[config.mk]
export PLATFORM = sky130hd
export DESIGN_NAME = rv32i_wb_sched_flat
export DESIGN_NICKNAME = d
export VERILOG_FILES = /design/src/rtl/rv32i_wb_sched_if.sv /design/src/rtl/rv32i_wb_sched.sv /design/src/flat_wrapper.sv
export SDC_FILE = /design/constraint.sdc
export NUM_CORES = 1
export LEC_CHECK = 0
export ABC_CLOCK_PERIOD_IN_PS = 5200
export CAP_MARGIN = 20
export CORE_MARGIN = 2
export CORE_UTILIZATION = 54
export DETAILED_ROUTE_END_ITERATION = 12
export GPL_TIMING_DRIVEN = 0
export PLACE_DENSITY = 0.82
export REMOVE_ABC_BUFFERS = 1
export SLEW_MARGIN = 20
export SYNTH_ARGS = -nofsm -noshare
export SYNTH_HDL_FRONTEND = slang
export SYNTH_SLANG_ARGS = --single-unit
[constraint.sdc]
create_clock -name clk -period 5.2 [get_ports clk]
set_input_delay 1.56 -clock clk [delete_from_list [all_inputs] [get_ports clk]]
set_output_delay 1.56 -clock clk [all_outputs]
set_load 0.01 [all_outputs]
[src/rtl/rv32i_wb_sched_if.sv]
// Writeback scheduler bus: ALU/load writeback requests, decode issue/query
// ports and the register-file write port, bundled for the scheduler.
interface rv32i_wb_sched_if;
    logic        alu_valid;
    logic [4:0]  alu_rd;
    logic [31:0] alu_data;
    logic        alu_ready;

    logic        ld_valid;
    logic [4:0]  ld_rd;
    logic [31:0] ld_data;
    logic        ld_ready;

    logic        issue_valid;
    logic [4:0]  issue_rd;
    logic        issue_ready;

    logic [4:0]  rs1_reg;
    logic [4:0]  rs2_reg;
    logic        rs1_busy;
    logic        rs2_busy;

    logic        wb_enable;
    logic [4:0]  wb_reg;
    logic [31:0] wb_data;
    logic        idle;
    logic        err;

    modport slave (
        input  alu_valid, alu_rd, alu_data,
        output alu_ready,
        input  ld_valid, ld_rd, ld_data,
        output ld_ready,
        input  issue_valid, issue_rd,
        output issue_ready,
        input  rs1_reg, rs2_reg,
        output rs1_busy, rs2_busy,
        output wb_enable, wb_reg, wb_data, idle, err
    );

    modport master (
        output alu_valid, alu_rd, alu_data,
        input  alu_ready,
        output ld_valid, ld_rd, ld_data,
        input  ld_ready,
        output issue_valid, issue_rd,
        input  issue_ready,
        output rs1_reg, rs2_reg,
        input  rs1_busy, rs2_busy,
        input  wb_enable, wb_reg, wb_data, idle, err
    );
endinterface

[src/rtl/rv32i_wb_sched.sv]
// Round-robin writeback arbiter (ALU vs load) onto the single register-file
// write port, with a per-register pending-write scoreboard for decode.
//
// state   | meaning
// PRI_LD  | load wins the next contended cycle (reset state)
// PRI_ALU | ALU wins the next contended cycle
module rv32i_wb_sched #(
    parameter int CNT_W = 2
) (
    input  logic clk,
    input  logic reset,
    rv32i_wb_sched_if.slave bus
);
    localparam logic [CNT_W-1:0] CNT_MAX = '1;

    typedef enum logic {PRI_LD = 1'b0, PRI_ALU = 1'b1} pri_t;

    pri_t pri_q, pri_d;

    logic [CNT_W-1:0] cnt_q [1:31];
    logic [CNT_W-1:0] cnt_d [1:31];
    logic [CNT_W-1:0] cnt_v [0:31];

    logic        wb_enable_q;
    logic [4:0]  wb_reg_q;
    logic [31:0] wb_data_q;
    logic        err_q, err_d;

    logic        alu_ready, ld_ready, contend, accept;
    logic [4:0]  acc_rd;
    logic [31:0] acc_data;
    logic        issue_ready, issue_fire, commit_on_issue;
    logic        any_pending;

    // x0 never has a pending write; give it a constant zero slot for lookups
    always_comb begin
        cnt_v[0] = '0;
        for (int r = 1; r < 32; r++) cnt_v[r] = cnt_q[r];
    end

    always_ff @(posedge clk) begin
        if (reset) pri_q <= PRI_LD;
        else       pri_q <= pri_d;
    end

    always_comb begin
        pri_d     = pri_q;
        alu_ready = 1'b0;
        ld_ready  = 1'b0;
        contend   = bus.alu_valid && bus.ld_valid;
        if (!reset) begin
            if (pri_q == PRI_ALU) begin
                alu_ready = bus.alu_valid;
                ld_ready  = bus.ld_valid && !bus.alu_valid;
                if (contend) pri_d = PRI_LD;
            end else begin
                ld_ready  = bus.ld_valid;
                alu_ready = bus.alu_valid && !bus.ld_valid;
                if (contend) pri_d = PRI_ALU;
            end
        end
    end

    assign accept   = alu_ready || ld_ready;
    assign acc_rd   = alu_ready ? bus.alu_rd   : bus.ld_rd;
    assign acc_data = alu_ready ? bus.alu_data : bus.ld_data;

    // A commit landing on a saturated register frees a slot in the same cycle
    assign commit_on_issue = wb_enable_q && (wb_reg_q == bus.issue_rd);
    assign issue_ready = !reset &&
                         !((bus.issue_rd != 5'd0) &&
                           (cnt_v[bus.issue_rd] == CNT_MAX) &&
                           !commit_on_issue);
    assign issue_fire  = bus.issue_valid && issue_ready && (bus.issue_rd != 5'd0);

    always_comb begin
        err_d = err_q;
        for (int r = 1; r < 32; r++) begin
            cnt_d[r] = cnt_q[r];
            if (issue_fire && (bus.issue_rd == 5'(r)) &&
                !(wb_enable_q && (wb_reg_q == 5'(r)))) begin
                cnt_d[r] = cnt_q[r] + CNT_W'(1);
            end else if (wb_enable_q && (wb_reg_q == 5'(r)) &&
                         !(issue_fire && (bus.issue_rd == 5'(r)))) begin
                if (cnt_q[r] == '0) err_d = 1'b1;
                else                cnt_d[r] = cnt_q[r] - CNT_W'(1);
            end
        end
    end

    always_ff @(posedge clk) begin
        if (reset) begin
            for (int r = 1; r < 32; r++) cnt_q[r] <= '0;
            err_q       <= 1'b0;
            wb_enable_q <= 1'b0;
            wb_reg_q    <= '0;
            wb_data_q   <= '0;
        end else begin
            for (int r = 1; r < 32; r++) cnt_q[r] <= cnt_d[r];
            err_q       <= err_d;
            wb_enable_q <= accept && (acc_rd != 5'd0);
            if (accept) begin
                wb_reg_q  <= acc_rd;
                wb_data_q <= acc_data;
            end
        end
    end

    always_comb begin
        any_pending = 1'b0;
        for (int r = 1; r < 32; r++) any_pending = any_pending || (cnt_q[r] != '0);
    end

    assign bus.alu_ready   = alu_ready;
    assign bus.ld_ready    = ld_ready;
    assign bus.issue_ready = issue_ready;
    assign bus.rs1_busy    = (cnt_v[bus.rs1_reg] != '0);
    assign bus.rs2_busy    = (cnt_v[bus.rs2_reg] != '0);
    assign bus.wb_enable   = wb_enable_q;
    assign bus.wb_reg      = wb_reg_q;
    assign bus.wb_data     = wb_data_q;
    assign bus.idle        = !any_pending && !wb_enable_q;
    assign bus.err         = err_q;
endmodule

[src/flat_wrapper.sv]
// flat-port wrapper written by rule: the top's interface ports become plain ports
module rv32i_wb_sched_flat 
#(
    parameter int CNT_W = 2
)
  (clk, reset, bus_alu_valid, bus_alu_rd, bus_alu_data, bus_alu_ready, bus_ld_valid, bus_ld_rd, bus_ld_data, bus_ld_ready, bus_issue_valid, bus_issue_rd, bus_issue_ready, bus_rs1_reg, bus_rs2_reg, bus_rs1_busy, bus_rs2_busy, bus_wb_enable, bus_wb_reg, bus_wb_data, bus_idle, bus_err);
  rv32i_wb_sched_if bus_i ();
  input  logic clk;
  input  logic reset;
  input wire logic [$bits(bus_i.alu_valid)-1:0] bus_alu_valid;
  input wire logic [$bits(bus_i.alu_rd)-1:0] bus_alu_rd;
  input wire logic [$bits(bus_i.alu_data)-1:0] bus_alu_data;
  output wire logic [$bits(bus_i.alu_ready)-1:0] bus_alu_ready;
  input wire logic [$bits(bus_i.ld_valid)-1:0] bus_ld_valid;
  input wire logic [$bits(bus_i.ld_rd)-1:0] bus_ld_rd;
  input wire logic [$bits(bus_i.ld_data)-1:0] bus_ld_data;
  output wire logic [$bits(bus_i.ld_ready)-1:0] bus_ld_ready;
  input wire logic [$bits(bus_i.issue_valid)-1:0] bus_issue_valid;
  input wire logic [$bits(bus_i.issue_rd)-1:0] bus_issue_rd;
  output wire logic [$bits(bus_i.issue_ready)-1:0] bus_issue_ready;
  input wire logic [$bits(bus_i.rs1_reg)-1:0] bus_rs1_reg;
  input wire logic [$bits(bus_i.rs2_reg)-1:0] bus_rs2_reg;
  output wire logic [$bits(bus_i.rs1_busy)-1:0] bus_rs1_busy;
  output wire logic [$bits(bus_i.rs2_busy)-1:0] bus_rs2_busy;
  output wire logic [$bits(bus_i.wb_enable)-1:0] bus_wb_enable;
  output wire logic [$bits(bus_i.wb_reg)-1:0] bus_wb_reg;
  output wire logic [$bits(bus_i.wb_data)-1:0] bus_wb_data;
  output wire logic [$bits(bus_i.idle)-1:0] bus_idle;
  output wire logic [$bits(bus_i.err)-1:0] bus_err;
  assign bus_i.alu_valid = bus_alu_valid;
  assign bus_i.alu_rd = bus_alu_rd;
  assign bus_i.alu_data = bus_alu_data;
  assign bus_alu_ready = bus_i.alu_ready;
  assign bus_i.ld_valid = bus_ld_valid;
  assign bus_i.ld_rd = bus_ld_rd;
  assign bus_i.ld_data = bus_ld_data;
  assign bus_ld_ready = bus_i.ld_ready;
  assign bus_i.issue_valid = bus_issue_valid;
  assign bus_i.issue_rd = bus_issue_rd;
  assign bus_issue_ready = bus_i.issue_ready;
  assign bus_i.rs1_reg = bus_rs1_reg;
  assign bus_i.rs2_reg = bus_rs2_reg;
  assign bus_rs1_busy = bus_i.rs1_busy;
  assign bus_rs2_busy = bus_i.rs2_busy;
  assign bus_wb_enable = bus_i.wb_enable;
  assign bus_wb_reg = bus_i.wb_reg;
  assign bus_wb_data = bus_i.wb_data;
  assign bus_idle = bus_i.idle;
  assign bus_err = bus_i.err;
  rv32i_wb_sched #(.CNT_W(CNT_W)) u_core (.clk(clk), .reset(reset), .bus(bus_i));
endmodule
==> key figures <==
Timing
  – Slew HR: 0.306
  – Setup violators final: 0
  – Final Critical Period: 5.13 ns
  – F_max: 0.195 GHz
  – Share of the clock period used by the worst path: 0.986
  – Final Skew: 0.0109 ns
  – Worst Max-Slew Pin Slew: 1.04 ns
  – Hold Vio Cnt, Final: 0
  – RSZ-0062 raised after global routing: yes
  – Final Slew Violations: 0

Clock tree
  – Clk_lat worst skew: 0.37 ns
  – CTS tree: done
  – Post-CTS Hold Fix Bufs: 0
  – Htree depth: 3
  – Total CTS buffers: 9
  – Clock Tree Root: clkbuf_16
  – Max Root-Sink Buffers: 2
  – CTS Sinks: 102
  – Clock Pin Slew Worst Setup and Hold Paths: 0.08 ns

Worst hold path
  – Hold depth: 2
  – Hold WC Path Type: flop to flop

Layout
  – Commonest non-fill, non-tap cells in the layout: nand2_1, clkdlybuf4s50_1, nor2_1
  – Fill cells: 1192
  – Nets: roughly 1300
  – Fin cells: 1295
  – P&R area growth vs syn: 23.4%
  – Largest register FFs: 62
  – # diodes: 0
  – Commonest non-fill, non-tap cell in the layout: nand2_1
  – Layout cells sized above 1: 0.0816
  – Final core utilization: 0.684

Drt
  – Routed WL: 23.0 mm
  – Vias: between 7000 and 8000
  – Drt wl/cell: 17.7 µm
  – Antenna-violating nets left: 0
  – DRT iter0 DRCs: just under 800
  – Initial DRT Pass Iterations: 5
  – Drt drc: 0
  – Post-DR vias/cell: 6.11

Placement
  – Detailed-placement wirelength estimate: 17.1 mm
  – RePlAce Congestion: between 0.9 and 1
  – Placed Cells: 1277
  – PortBufs: 138

Setup path
  – Critical Path Start Type: input port
  – Worst EP arrival: between 3 and 4 ns
  – Worst R2R Setup Slack: 1.70 ns
  – Crit end category: primary output
  – Worst EP required: roughly 3.6 ns
  – WS Path Type: input port to primary output
  – Crit-path max FO: 13
  – FF-to-FF path depth: 11

Flow run
  – Max-Cap Viols: 0

Die
  – Effective utilization at floorplan: 0.554
  – Placement Rows: 43
  – Io pins: roughly 140
  – DIE AREA: 0.0152 mm²
  – Die X: 123 µm
  – Die H: ~120 µm
  – Core ar.: 0.0139 mm²

Logic synthesis
  – Area of the mapped netlist: 0.00769 mm²
  – Synth Area per Inst: 7.67 µm²
  – Synthesized instance count: around 1000
  – Yosys cell types: 51
  – Post-synth EDFFs: 0
  – Seq/Total Area, Yosys: 0.266
  – Yosys warns: 0
  – Ys async rst share: 0
  – Yosys reg bits: approximately 100
  – Post-synth top flop: dfxtp_1

Status
  – Status: finished clean

Global routing
  – Global-route wire length before repair: 37.2 mm
  – Grt ovf: 0
  – Total Routing Usage GR: 0.313
  – Number of global-route vias before repair: 7438
  – Initial antenna violation count: 0
  – Largest net degree at the start of global routing: 60

Pwr
  – PwrDens: 199 mW/mm²
  – Total power: roughly 1.9 mW
  – Peak VDD IR: approximately 0.00018 V
  – Static Leakage: 3.72 nW
[worst paths after layout]
path	startpoint	endpoint
worst max-delay path	bus_rs1_reg[3]	bus_rs1_busy
worst min-delay path	u_core.bus.wb_data[29]	u_core.bus.wb_data[29]
worst max register to register	u_core.cnt_q[21][1]	u_core.bus.err
worst min register to register	u_core.bus.wb_data[29]	u_core.bus.wb_data[29]
[where the power goes]
| part | internal [mW] | switching (mW) |
|---|---|---|
| sequential | 0.811 | 0.0269 |
| combinational | 0.183 | 0.182 |
| clock | 0.348 | 0.340 |
| total | 1.34 | 0.550 |
[what timing repair did]
action | 4_1_cts | 5_1_grt
gates resized for setup | 42 | 6
buffers inserted | 2 | 0
endpoints found under the setup margin | 6 | 3
pin swaps | 3 | 0
[area by class of cell]
class,instances,area (µm²),share of cell area
Multi-Input combinational cell,800,5280,0.557
Sequential cell,102,2040,0.215
Timing Repair Buffer,145,1450,0.153
Clock buffer,10,239,0.0252
Tap cell,180,225,0.0237
Inverter,52,195,0.0206
Clock inverter,6,53.8,0.00567
[metal layers]
metal	part of all wire	track usage	up-vias
li1	-	-	3783
met1	0.39	0.377	3630
met2	0.46	0.511	443
met3	0.12	0.105	54
met4	0.035	0.131	0
met5	0	0	-
[stage by stage]
step,setup WS [ns],hold slack [ns],area [µm²],setup TNS (ns)
3_5_place_dp,-1.53,0.451,9180,-7.82
6_report,0.0733,0.458,9490,0
3_3_place_gp,-6.66,0.442,9070,-351.53
4_1_cts,0.00105,0.461,9500,0
5_1_grt,-0.0378,0.487,9490,-0.0378
2_1_floorplan,-0.732,0.474,7460,-23.11
[kinds of logic after synthesis]
family / after synthesis / synth area share
simple gates: 420 / 0.264
compound gates: 256 / 0.192
flops: 102 / 0.266
buf+inv: 100 / 0.0548
fa+ha+maj: 62 / 0.101
mux: 57 / 0.117
xor+xnor: 5 / 0.00570
[cells in the mapped netlist, drive strengths merged, types with 2 or more instances]
cell,n,area share
a2111oi,2,0.0055
or3,12,0.0098
a22oi,32,0.031
o21a,2,0.0029
nor2b,36,0.029
and3,16,0.013
or2,3,0.0024
a21oi,79,0.051
nand3,21,0.014
buf,10,0.011
a31oi,16,0.013
and4,4,0.0046
clkbuf,38,0.019
nor4b,17,0.019
mux2i,12,0.016
nand2,130,0.063
mux4,24,0.070
xnor2,2,0.0023
nor3,30,0.020
nand2b,5,0.0041
nand4,9,0.0073
inv,52,0.025
dfxtp,102,0.27
or4,4,0.0039
and2b,2,0.0020
ha,62,0.10
a211oi,11,0.011
nor2,116,0.057
xor2,3,0.0034
nor3b,11,0.011
mux2,21,0.031
o21ai,107,0.070
[worst max-delay path, stage by stage]
cell and delay [ns]:
dlygate4sd2_1 0.40, nor3_1 0.21, a21oi_1 0.07, a211oi_1 0.28, a21oi_1 0.10, mux4_2 0.46
clkdlybuf4s50_1 0.48
Power figures use the tool's default switching activity.
